### config.mk
export PLATFORM = sky130hd
export DESIGN_NAME = fb_port_arbiter
export DESIGN_NICKNAME = d
export VERILOG_FILES = /design/src/rtl/fb_pkg.sv /design/src/rtl/rr_arbiter.sv /design/src/rtl/fb_port_arbiter.sv
export SDC_FILE = /design/constraint.sdc
export NUM_CORES = 1
export LEC_CHECK = 0
export ABC_AREA = 1
export CAP_MARGIN = 20
export CORE_ASPECT_RATIO = 1.1
export CORE_UTILIZATION = 45
export DETAILED_ROUTE_END_ITERATION = 8
export PLACE_DENSITY_LB_ADDON = 0.25
export RECOVER_POWER = 25
export SLEW_MARGIN = 0
export SYNTH_ARGS = -nofsm -noshare
export SYNTH_HDL_FRONTEND = slang
export SYNTH_SLANG_ARGS = --single-unit
### constraint.sdc
create_clock -name iCLK -period 3.1 [get_ports iCLK]
set_clock_uncertainty 0.15 [all_clocks]
set_input_delay 0.31 -clock iCLK [delete_from_list [all_inputs] [get_ports iCLK]]
set_output_delay 0.31 -clock iCLK [all_outputs]
set_load 0.02 [all_outputs]
### src/rtl/fb_pkg.sv
// Shared frame-buffer constants, arbiter state encoding and {x,y} address packing
// for the 640x480 1-bit frame buffer.
package fb_pkg;

  localparam int FB_ADDR_W = 19;
  localparam int FB_X_W    = 10;
  localparam int FB_Y_W    = 9;
  localparam int FB_X_MAX  = 640;
  localparam int FB_Y_MAX  = 480;

  typedef enum logic [1:0] {
    ST_ARB   = 2'd0,
    ST_CLEAR = 2'd1,
    ST_DONE  = 2'd2
  } fb_state_e;

  function automatic logic [FB_ADDR_W-1:0] fb_pack_addr(
    input logic [FB_X_W-1:0] x,
    input logic [FB_Y_W-1:0] y
  );
    return {x, y};
  endfunction

endpackage

### src/rtl/rr_arbiter.sv
// N-way round-robin arbiter: one-hot grant to the first request at or above ptr_i,
// wrapping at N-1. Purely combinational.
module rr_arbiter #(
  parameter int N     = 4,
  parameter int PTR_W = $clog2(N)
) (
  input  logic [N-1:0]     req_i,
  input  logic [PTR_W-1:0] ptr_i,
  input  logic             en_i,
  output logic [N-1:0]     gnt_o
);

  typedef logic [N-1:0] vec_t;

  localparam vec_t ONE = vec_t'(1);

  vec_t req_rot;
  vec_t gnt_rot;

  // Rotate so the pointer position lands on bit 0, isolate the lowest set bit,
  // then rotate the one-hot result back into place.
  assign req_rot = vec_t'({req_i, req_i} >> ptr_i);
  assign gnt_rot = req_rot & ((~req_rot) + ONE);
  assign gnt_o   = en_i ? vec_t'({gnt_rot, gnt_rot} >> (N - int'(ptr_i))) : '0;

endmodule

### src/rtl/fb_port_arbiter.sv
// Round-robin sharing of frame-buffer port A between N_REQ engines, with tagged
// fixed-latency read return and a built-in full-screen clear sweep.
module fb_port_arbiter
  import fb_pkg::*;
#(
  parameter int N_REQ  = 4,
  parameter int ADDR_W = FB_ADDR_W,
  parameter int X_MAX  = FB_X_MAX,
  parameter int Y_MAX  = FB_Y_MAX
) (
  input  logic                    iCLK,
  input  logic                    iRST_N,
  input  logic [N_REQ-1:0]        iREQ,
  input  logic [N_REQ-1:0]        iWR,
  input  logic [N_REQ*ADDR_W-1:0] iADDR,
  input  logic [N_REQ-1:0]        iWDATA,
  output logic [N_REQ-1:0]        oGNT,
  input  logic                    iHOLD,
  input  logic                    iCLEAR,
  output logic                    oCLEAR_BUSY,
  output logic [ADDR_W-1:0]       oMEM_ADDR,
  output logic                    oMEM_DATA,
  output logic                    oMEM_WE,
  input  logic                    iMEM_Q,
  output logic [N_REQ-1:0]        oRVALID,
  output logic                    oRDATA
);

  localparam int PTR_W = $clog2(N_REQ);

  typedef logic [PTR_W-1:0]  ptr_t;
  typedef logic [ADDR_W-1:0] addr_t;
  typedef logic [FB_X_W-1:0] x_t;
  typedef logic [FB_Y_W-1:0] y_t;
  typedef logic [N_REQ-1:0]  req_t;

  fb_state_e state_q, state_d;
  ptr_t      ptr_q, ptr_d;
  x_t        x_q, x_d;
  y_t        y_q, y_d;
  addr_t     mem_addr_q, mem_addr_d;
  logic      mem_data_q, mem_data_d;
  logic      mem_we_q, mem_we_d;
  req_t      tag1_q, tag1_d;
  req_t      tag2_q;
  req_t      rvalid_q;
  logic      rdata_q;

  req_t  gnt;
  logic  arb_en;
  logic  xfer;
  ptr_t  gnt_idx;
  addr_t sel_addr;
  logic  sel_wr;
  logic  sel_wd;

  // A pending clear wins over requests on the very cycle it is sampled.
  assign arb_en = (state_q == ST_ARB) && !iHOLD && !iCLEAR;

  rr_arbiter #(
    .N (N_REQ)
  ) u_rr (
    .req_i (iREQ),
    .ptr_i (ptr_q),
    .en_i  (arb_en),
    .gnt_o (gnt)
  );

  assign xfer = |gnt;

  // NOTE: every variable written in an always_comb gets a default first, so no
  // path can leave it unassigned and infer a latch.
  always_comb begin
    gnt_idx  = '0;
    sel_addr = '0;
    sel_wr   = 1'b0;
    sel_wd   = 1'b0;
    for (int i = 0; i < N_REQ; i++) begin
      if (gnt[i]) begin
        gnt_idx  = ptr_t'(i);
        sel_addr = iADDR[i*ADDR_W +: ADDR_W];
        sel_wr   = iWR[i];
        sel_wd   = iWDATA[i];
      end
    end
  end

  assign ptr_d = !xfer                          ? ptr_q :
                 (gnt_idx == ptr_t'(N_REQ - 1)) ? '0    :
                                                  gnt_idx + ptr_t'(1);

  always_comb begin
    state_d    = state_q;
    x_d        = x_q;
    y_d        = y_q;
    mem_addr_d = mem_addr_q;
    mem_data_d = mem_data_q;
    mem_we_d   = 1'b0;
    tag1_d     = '0;
    unique case (state_q)
      ST_ARB: begin
        if (iCLEAR) begin
          state_d = ST_CLEAR;
          x_d     = '0;
          y_d     = '0;
        end else if (xfer) begin
          mem_addr_d = sel_addr;
          mem_data_d = sel_wd;
          mem_we_d   = sel_wr;
          tag1_d     = sel_wr ? '0 : gnt;
        end
      end
      ST_CLEAR: begin
        mem_addr_d = addr_t'(fb_pack_addr(x_q, y_q));
        mem_data_d = 1'b0;
        mem_we_d   = 1'b1;
        // y sweeps fastest; the last column's last row ends the sweep.
        if (y_q == y_t'(Y_MAX - 1)) begin
          y_d = '0;
          if (x_q == x_t'(X_MAX - 1)) begin
            x_d     = '0;
            state_d = ST_DONE;
          end else begin
            x_d = x_q + x_t'(1);
          end
        end else begin
          y_d = y_q + y_t'(1);
        end
      end
      ST_DONE: state_d = ST_ARB;
      default: state_d = ST_ARB;
    endcase
  end

  // NOTE: sequential state is written only with non-blocking assignments so every
  // register samples pre-edge values regardless of process ordering.
  always_ff @(posedge iCLK or negedge iRST_N) begin
    if (!iRST_N) begin
      state_q    <= ST_ARB;
      ptr_q      <= '0;
      x_q        <= '0;
      y_q        <= '0;
      mem_addr_q <= '0;
      mem_data_q <= 1'b0;
      mem_we_q   <= 1'b0;
      tag1_q     <= '0;
      tag2_q     <= '0;
      rvalid_q   <= '0;
      rdata_q    <= 1'b0;
    end else begin
      state_q    <= state_d;
      ptr_q      <= ptr_d;
      x_q        <= x_d;
      y_q        <= y_d;
      mem_addr_q <= mem_addr_d;
      mem_data_q <= mem_data_d;
      mem_we_q   <= mem_we_d;
      tag1_q     <= tag1_d;
      tag2_q     <= tag1_q;
      rvalid_q   <= tag2_q;
      rdata_q    <= iMEM_Q;
    end
  end

  assign oGNT        = gnt;
  assign oCLEAR_BUSY = (state_q == ST_CLEAR);
  assign oMEM_ADDR   = mem_addr_q;
  assign oMEM_DATA   = mem_data_q;
  assign oMEM_WE     = mem_we_q;
  assign oRVALID     = rvalid_q;
  assign oRDATA      = rdata_q;

endmodule

# Yosys cells after proc, flatten, opt, wreduce, memory -nomap -nowiden
# Cells that the tools add are included.
[totals] ff_bits=57 in_bits=93 output_inout_bits=31 elab_cells=81
[classes] add_sub_neg=5 eq_ne=9 n_shift=2 muxes=41 bitwise_logic=2 n_reduce_logical=11
[ops] cell="$mux W19" count=6
[ops] cell="$pmux W19 S2" count=1
[ops] cell="$shr A8 B32 Y4" count=1
[ops] cell="$mux W10" count=3
[ops] cell="$mux W4" count=5
[ops] cell="$pmux W10 S2" count=1
[ops] cell="$mux W9" count=2
[ops] cell="$pmux W9 S2" count=1
[ops] cell="$mux W1" count=13
[ops] cell="$mux W2" count=6
[ops] cell="$add A10 B1 Y10 const B" count=1
[ops] cell="$eq A10 B10 Y1 const B" count=1
[ops] cell="$add A9 B1 Y9 const B" count=1
[ops] cell="$eq A9 B9 Y1 const B" count=1
[ops] cell="$reduce_and A3 Y1" count=3
[ops] cell="$shr A8 B2 Y4" count=1
[ops] cell="$ne A2 B2 Y1 const B" count=3
[ops] cell="$add A4 B1 Y4 const B" count=1
[ops] cell="$and A4 B4 Y4" count=1
[ops] cell="$ne A2 B1 Y1 const B" count=2
[ops] cell="$not A4 Y4" count=1
[ops] cell="$pmux W1 S2" count=2
[ops] cell="$pmux W2 S2" count=1
[ops] cell="$reduce_or A4 Y1" count=1
[ops] cell="other kinds (9)" count=11

# Depth between registers and ports, before layout
# Gate-level depths: netlist of the first run.
[logic_depth] ltp_word=14 ltp_mapped=17 ltp_nobuf=15

# Cells and area by module
# Synthesis of the first run repeated with hierarchy kept, for this count alone.
[unflattened] cells_unflattened=484 area_unflattened_um2=3534.6
[modules_own_cells] module="fb_port_arbiter" n_inst=1 cells_per_inst=412 area_each_um2=3164.3 seq_area_each_um2=1426.4
[modules_own_cells] module="rr_arbiter" n_inst=1 cells_per_inst=72 area_each_um2=370.4 seq_area_each_um2=0.0

# Worst setup path before layout of the first run
# Ideal clock, no wire load.
[synth_timing] kind="register to output" from="reg ptr_q[1]" to="out oGNT[3]" arrival_time_ns=1.624 t_required_ns=2.640 slack_ns=1.016 stages_incl_launch_ff=10 n_path_buf=1 cell_sequence="dfrtp_1 > inv_2 > ha_1 > inv_1 > o21ai_0 > nand2_1 > nand2_2 > nand2_4 > buf_6 > inv_1"
[synth_between] elab_chain_len=6 word_cells_on_any_way=7 classes_between="2 x add/sub; 2 x shift; 1 x mux; 2 x bitwise"
[synth_lines] item="from (decl)" line_no="fb_port_arbiter.sv:38" text="ptr_t ptr_q, ptr_d;"
[synth_lines] item="from (signal assigned)" line_no="fb_port_arbiter.sv:152" text="ptr_q <= ptr_d;"
[synth_lines] item="$shr A8 B2 Y4" line_no="rr_arbiter.sv:22" text="assign req_rot = vec_t'({req_i, req_i} >> ptr_i);"
[synth_lines] item="$not A4 Y4" line_no="rr_arbiter.sv:23" text="assign gnt_rot = req_rot & ((~req_rot) + ONE);"
[synth_lines] item="$add A4 B1 Y4" line_no="rr_arbiter.sv:23"
[synth_lines] item="$and A4 B4 Y4" line_no="rr_arbiter.sv:23"
[synth_lines] item="$shr A8 B32 Y4 (*)" line_no="rr_arbiter.sv:24" text="assign gnt_o = en_i ? vec_t'({gnt_rot, gnt_rot} >> (N - int'(ptr_i))) : '0;"
[synth_lines] item="$mux W4 (*)" line_no="rr_arbiter.sv:24"
[synth_lines] item="to (decl)" line_no="fb_port_arbiter.sv:17" text="output logic [N_REQ-1:0] oGNT,"
# Every way passes the cells marked *; elsewhere a longest branch is shown, timed or not.

# Final worst setup path of the first run
[layout_timing] from="reg ptr_q[0]" to="out oGNT[3]"
# The elaborated chain is that of the path after synthesis.

==> results of run 1 <==
[layout by cell type, fill, tap and decap left out, drive strengths merged]
| cell type | Yosys | routed |
|---|---|---|
| clkdlybuf4s50 | 0 | 121 |
| nand3 | 86 | 86 |
| nand2 | 78 | 78 |
| inv | 69 | 70 |
| dfrtp | 57 | 57 |
| nor2 | 56 | 56 |
| nand4 | 46 | 46 |
| nor3 | 25 | 25 |
| a21oi | 15 | 15 |
| buf | 20 | 13 |
| clkbuf | 7 | 11 |
| o21ai | 8 | 8 |
| xor2 | 6 | 6 |
| o22ai | 6 | 6 |
| clkinvlp | 0 | 4 |
| ha | 3 | 3 |
| or2 | 2 | 2 |
| clkinv | 0 | 2 |
| dlygate4sd3 | 0 | 2 |
| nor4 | 2 | 2 |
| o21a | 1 | 1 |
| a31oi | 1 | 1 |
| o32ai | 1 | 1 |
| xnor2 | 1 | 1 |
[cell usage after synthesis (2+ instances only)]
cell,number,share of area
sky130_fd_sc_hd__a21oi_1,13,0.017
sky130_fd_sc_hd__a21oi_2,2,0.0047
sky130_fd_sc_hd__buf_2,14,0.019
sky130_fd_sc_hd__buf_6,3,0.0091
sky130_fd_sc_hd__buf_8,2,0.0081
sky130_fd_sc_hd__clkbuf_1,7,0.0070
sky130_fd_sc_hd__dfrtp_1,57,0.38
sky130_fd_sc_hd__ha_1,3,0.010
sky130_fd_sc_hd__inv_1,64,0.064
sky130_fd_sc_hd__inv_2,5,0.0050
sky130_fd_sc_hd__nand2_1,65,0.065
sky130_fd_sc_hd__nand2_2,9,0.015
sky130_fd_sc_hd__nand2_4,4,0.012
sky130_fd_sc_hd__nand3_1,60,0.081
sky130_fd_sc_hd__nand3_2,26,0.070
sky130_fd_sc_hd__nand4_1,46,0.077
sky130_fd_sc_hd__nor2_1,53,0.053
sky130_fd_sc_hd__nor3_1,25,0.034
sky130_fd_sc_hd__o21ai_0,8,0.011
sky130_fd_sc_hd__o22ai_1,6,0.010
sky130_fd_sc_hd__or2_1,2,0.0034
sky130_fd_sc_hd__xor2_1,6,0.014
[routing by layer]
metal	wire, µm	up-vias	track usage
met5	0	-	0
met4	346	0	0.115
met3	893	29	0.0663
met2	5220	182	0.434
met1	4520	1835	0.338
li1	-	1884	-
[layout make-up]
| type | count | area, µm² |
|---|---|---|
| clock buffer | 9 | 124 |
| clock inverter | 7 | 56.3 |
| fill | 711 | 2740 |
| inverter | 69 | 259 |
| multi-input combinational | 337 | 1880 |
| sequential | 57 | 1430 |
| tap | 108 | 135 |
| timing repair buffer | 138 | 1340 |
[cell families after synthesis]
kind of cell	count (synthesis)
AO/OA/AOI/OAI	32
XOR/XNOR	7
adder cells (fa/ha/maj)	3
buffers and inverters	96
flip-flops	57
AND/OR/NAND/NOR	295
[timing repair]
item / in CTS / in global routing
resized for setup: 1 / 1
hold buffers: 1 / 0
gates cloned: 0 / 0
setup buffers: 0 / 3
setup endpoints to repair: 4 / 4
hold endpoints to repair: 21 / 0
[registers in the layout, summed over array words and instances, names as in the netlist]
name and count:
tag1_q 4, oRVALID 4, oMEM_DATA 1, oMEM_ADDR 19, ptr_q 2, x_q 10, oMEM_WE 1, oRDATA 1
y_q 9, state_q 2, tag2_q 4
[report_power, final]
| group | total [mW] | switching, mW | internal [mW] |
|---|---|---|---|
| Combinational | 0.313 | 0.165 | 0.147 |
| Sequential | 0.751 | 0.00469 | 0.746 |
| Clock | 0.634 | 0.340 | 0.294 |
| Total | 1.70 | 0.510 | 1.19 |
[how the worst max path moves through the flow]
stage | startpoint | end | slack [ps] | cells past startpoint
global route | ptr_q[0] | oGNT[1] | 20 | 10
finish | ptr_q[0] | oGNT[3] | 150 | 13
floorplan | ptr_q[1] | oGNT[3] | 1020 | 9
global placement | ptr_q[0] | oMEM_ADDR[4] | 360 | 12
CTS | ptr_q[0] | oGNT[3] | 90 | 13
detailed placement | ptr_q[0] | oMEM_ADDR[4] | 290 | 12
[per-stage QoR]
stage,setup WS (ps),power (mW)
after floorplan,1020,0.893
after global placement,364,1.06
after detailed placement,295,1.07
after CTS,91.2,1.69
after global routing,16.1,1.76
final,147,1.70
==> flow_summary.toml, run 1 <==
[layout]
postLayoutCellArea_mm2 = 0.00522
drive_above_1_share = 0.133
antenna-diode-count = 0
areaGrowthSynthToFinish_pct = 39.9
fin_util = 0.656
number_of_nets_in_the_final_layout = 708
finalNonFillerCells = 725

[worst_setup_path]
critical_path.startpoint_type = "flip-flop"
worstReg2RegStart = "ptr_q[0]"
regToRegEndpoint = "oMEM_ADDR[4]"
cp_slowest_cell = "sky130_fd_sc_hd__clkdlybuf4s50_1"
cp_cell_sequence = "inv_2 -> nand2_1 -> nand3_2 -> nand2_4 -> nand2_4 -> nor2_4 -> nand2_2 -> nand2_1 -> nand2_1 -> nand2_2 -> nand2_4 -> inv_1 -> clkdlybuf4s50_1"
timing.reg2reg.worst_path_depth = 16
cp_slowest_stage_delay_ps = 620
crit_buf_inv = 3
rrSetupSlack_ps = 430
worstPathRequired_ps = 2640
critPathTopFamily = "simple AND/OR/NAND/NOR gates"
crit_arrival_ps = 2490
end_kind = "output pin"
worst-setup-path-type = "flip-flop to output pin"
crit_path_max_fanout = 12

[grt]
maximum_number_of_pins_on_one_net_before_global_route_repair = 45
grt_pass1_vias = 3888
globalRouteTotalUtil = 0.269
antenna_found_initial = 0
globalRouteOverflowTotal = 0
grt_first_pass_wirelength_mm = 17.9

[floorplan]
design.die.area_mm2 = 0.00866
rows = 34
floorplan.initialDensity = 0.469
die_w_um = 88.8
placeableCoreArea_mm2 = 0.00796
num_io_pins = 124
dieHeight_um = 97.5

[cts]
tritoncts = "yes"
cts_buffers = 9
clockRootBuffer = "sky130_fd_sc_hd__clkbuf_8"
tritoncts_num_sinks = 57
max-clock-path-buffers = 2
clk_pin_slew_worst_paths_ps = 80
cts_htree_levels = 3
clk_latency_ps = 340

[timing]
final_hold_vio_count = 0
setup_violations = 0
layout_worst_path_cycle_share = 0.952
setup_tns_ps = 0
timing.max_slew.rel_slack = 0.246
worst_margin_slew_ps = 1130
final-max-slew-violation-count = 0
fmax_mhz = 339
grt_setup_unrepaired = "no"
period_needed_ps = 2950
fin_hold_ws_ps = 201

[drt]
drt_pre_antenna_iters = 5
dr_total_vias = 3930
post_drt_wl_per_cell_um = 15.1
detailedRoute.firstIterationViolations = 273
route.detailed.drc = 0
wl_mm = 11.0
routed_via_density = 5.42
route.antenna.remaining_nets = 0

[yosys]
synth_top_flop_cell = "sky130_fd_sc_hd__dfrtp_1"
synthArstFlopShare = 1.00
synth_compound_gate_area_share = 0.0490
synthCells = 490
synth_area_per_cell_um2 = 7.61
ys_types = 32
post_synthesis_simple_gate_area_fraction = 0.428
synth_edf_count = 0
post_synth_fa_ha_maj_area_fraction = 0.0101
ys.warnings.count = 0
seq_area_frac_synth = 0.382
yosys.area_share.xor_xnor = 0.0164
mappedNetlistArea_mm2 = 0.00373
synth_fp_nets = 586
seq_cells_post_synth = 57
synth.mux.area_fraction = 0
synth_top_family_by_area = "simple AND/OR/NAND/NOR gates"

[place]
detailedPlacementHpwl_mm = 8.21
postPlaceCellArea_mm2 = 0.00501
gp_congestion = 0.854
dp.cells = 705
port-buffer-count = 123

[hold_path]
hold-path-endpoint = "oRVALID[0]"
worstHoldPathCells = 0
hold_start = "tag2_q[0]"
min_delay_path_class = "flip-flop to flip-flop"

[status]
outcome = "finished, final reports clean"

[pwr]
ratio_of_total_power_to_cell_area_mw_per_mm2 = 325
leakage_nw = 2.43
vdd.ir_drop.worst_uv = 193

[flow_run]
drv.max_cap_violation_count = 0
Power figures use the tool's default switching activity.
==> inputs of run 2 (changes only) <==
--- a/constraint.sdc
+++ b/constraint.sdc
@@ -4,2 +4,2 @@
 set_output_delay 0.31 -clock iCLK [all_outputs]
-set_load 0.02 [all_outputs]
+set_load 0.005 [all_outputs]
==> flow_summary.toml, run 2 (synthesis gave the netlist of run 1 again) <==
[timing]
final_hold_vio_count = 0
period_needed_ps = 2890
setup_violations = 0
final-max-slew-violation-count = 0
fmax_mhz = 346
layout_worst_path_cycle_share = 0.932
timing.max_slew.rel_slack = 0.0823
worst_margin_slew_ps = 1380
setup_tns_ps = 0
grt_setup_unrepaired = "no"

[status]
outcome = "finished, final reports clean"

[layout]
antenna-diode-count = 0
drive_above_1_share = 0.130
layout.cells.most_common = "sky130_fd_sc_hd__clkdlybuf4s50_1"
largest_register_ff_count = 19
mostFrequentLayoutCells = "119 x sky130_fd_sc_hd__clkdlybuf4s50_1, 65 x sky130_fd_sc_hd__nand2_1, 64 x sky130_fd_sc_hd__inv_1"
fin_util = 0.659
areaGrowthSynthToFinish_pct = 40.6
number_of_nets_in_the_final_layout = 706

[worst_setup_path]
regToRegEndpoint = "oMEM_ADDR[4]"
timing.reg2reg.worst_path_depth = 12
rrSetupSlack_ps = 460
worst-setup-path-type = "flip-flop to output pin"
crit_path_frequent_cell = "sky130_fd_sc_hd__inv_1"
cp_slowest_cell = "sky130_fd_sc_hd__clkdlybuf4s50_1"
worstPathRequired_ps = 2640
end_kind = "output pin"
cp_slowest_stage_delay_ps = 500
crit_arrival_ps = 2430
cp_cell_sequence = "inv_2 -> ha_1 -> inv_1 -> o21ai_0 -> nand2_1 -> nand2_2 -> nand2_4 -> inv_1 -> clkdlybuf4s50_1"
critical_path.startpoint_type = "flip-flop"
worstReg2RegStart = "ptr_q[0]"
crit_path_max_fanout = 12

[cts]
cts_buffers = 9
clk_latency_ps = 340
max-clock-path-buffers = 2
clk_pin_slew_worst_paths_ps = 70
tritoncts_num_sinks = 57
cts_htree_levels = 3
clockRootBuffer = "sky130_fd_sc_hd__clkbuf_8"
tritoncts = "yes"

[drt]
detailedRoute.firstIterationViolations = 210
route.detailed.drc = 0
drt_pre_antenna_iters = 4
wl_met2_mm = 5.37
route.antenna.remaining_nets = 0
wl_met1_mm = 4.56
routed_via_density = 5.40
metal3_wl_um = 811
highest-signal-layer = "met4"
dr_total_vias = 3902
post_drt_wl_per_cell_um = 15.3
wl_mm = 11.1

[floorplan]
die_w_um = 88.8
design.die.area_mm2 = 0.00866
placeableCoreArea_mm2 = 0.00796
dieHeight_um = 97.5
floorplan.initialDensity = 0.469
rows = 34
num_io_pins = 124

[hold_path]
hold-path-endpoint = "oRVALID[0]"
worstHoldPathCells = 0
min_delay_path_class = "flip-flop to flip-flop"
hold_start = "tag2_q[0]"

[grt]
globalRouteTotalUtil = 0.270
antenna_found_initial = 0
maximum_number_of_pins_on_one_net_before_global_route_repair = 45
globalRouteOverflowTotal = 0
grt_pass1_vias = 3888
grt_first_pass_wirelength_mm = 17.9

[pwr]
total_power_mw = 1.83
ratio_of_total_power_to_cell_area_mw_per_mm2 = 350
vdd.ir_drop.worst_uv = 225
leakage_nw = 2.44

[place]
detailedPlacementHpwl_mm = 8.32
gp_congestion = 0.889
port-buffer-count = 123

[flow_run]
drv.max_cap_violation_count = 0
## run 2: how the worst max path moves through the flow
| stage | from | end | slack (ps) | depth (start not counted) |
|---|---|---|---|---|
| floorplan | ptr_q[1] | oGNT[3] | 1100 | 9 |
| detailed placement | ptr_q[0] | oMEM_ADDR[4] | 260 | 12 |
| CTS | ptr_q[0] | oGNT[3] | 110 | 13 |
| global placement | ptr_q[0] | oMEM_ADDR[4] | 370 | 12 |
| global route | ptr_q[1] | oGNT[3] | 50 | 9 |
| finish | ptr_q[1] | oGNT[3] | 210 | 9 |
## run 2: through the flow
| stage | hold slack [ps] | setup slack, ps | cells | cell area (µm²) |
|---|---|---|---|---|
| after floorplan | -136 | 1100 | 490 | 3730 |
| after global placement | 180 | 367 | 704 | 5000 |
| after detailed placement | 186 | 261 | 704 | 5000 |
| after CTS | 203 | 111 | 721 | 5230 |
| after global routing | 214 | 52.6 | 723 | 5240 |
| final | 201 | 210 | 723 | 5240 |
## run 2: final cells by class
class	instances	area [µm²]
Clock buffer	9	124
Clock inverter	7	95.1
Fill cell	691	2710
Inverter	69	259
Multi-Input combinational cell	337	1880
Sequential cell	57	1430
Tap cell	108	135
Timing Repair Buffer	136	1330
## run 2: per-layer routing
layer | up-vias | global-route usage
li1 | 1884 | -
met1 | 1852 | 0.329
met2 | 143 | 0.438
met3 | 23 | 0.0731
met4 | 0 | 0.119
met5 | - | 0
## run 2: worst max-delay path, delay by kind of cell (launching register included)
family / cells / cell delay, ps
AOI/OAI and AO/OA: 1 / 190
buffers and inverters: 4 / 810
and+or+nand+nor: 3 / 280
DFF: 1 / 470
adders and majority gates: 1 / 340
## run 2: report_power, final
| group | internal [mW] | leakage (nW) | total [mW] | switching, mW |
|---|---|---|---|---|
| clock | 0.450 | 0.0975 | 0.774 | 0.324 |
| sequential | 0.746 | 0.733 | 0.750 | 0.00385 |
| combinational | 0.147 | 1.61 | 0.310 | 0.162 |
| total | 1.34 | 2.44 | 1.83 | 0.490 |
## run 2: timing repair
action / 4_1_cts / 5_1_grt
pin swaps: 0 / 0
setup endpoints to repair: 1 / 2
resized for setup: 1 / 1
hold buffers: 1 / 0
buffers inserted: 0 / 2
hold endpoints to repair: 25 / 0
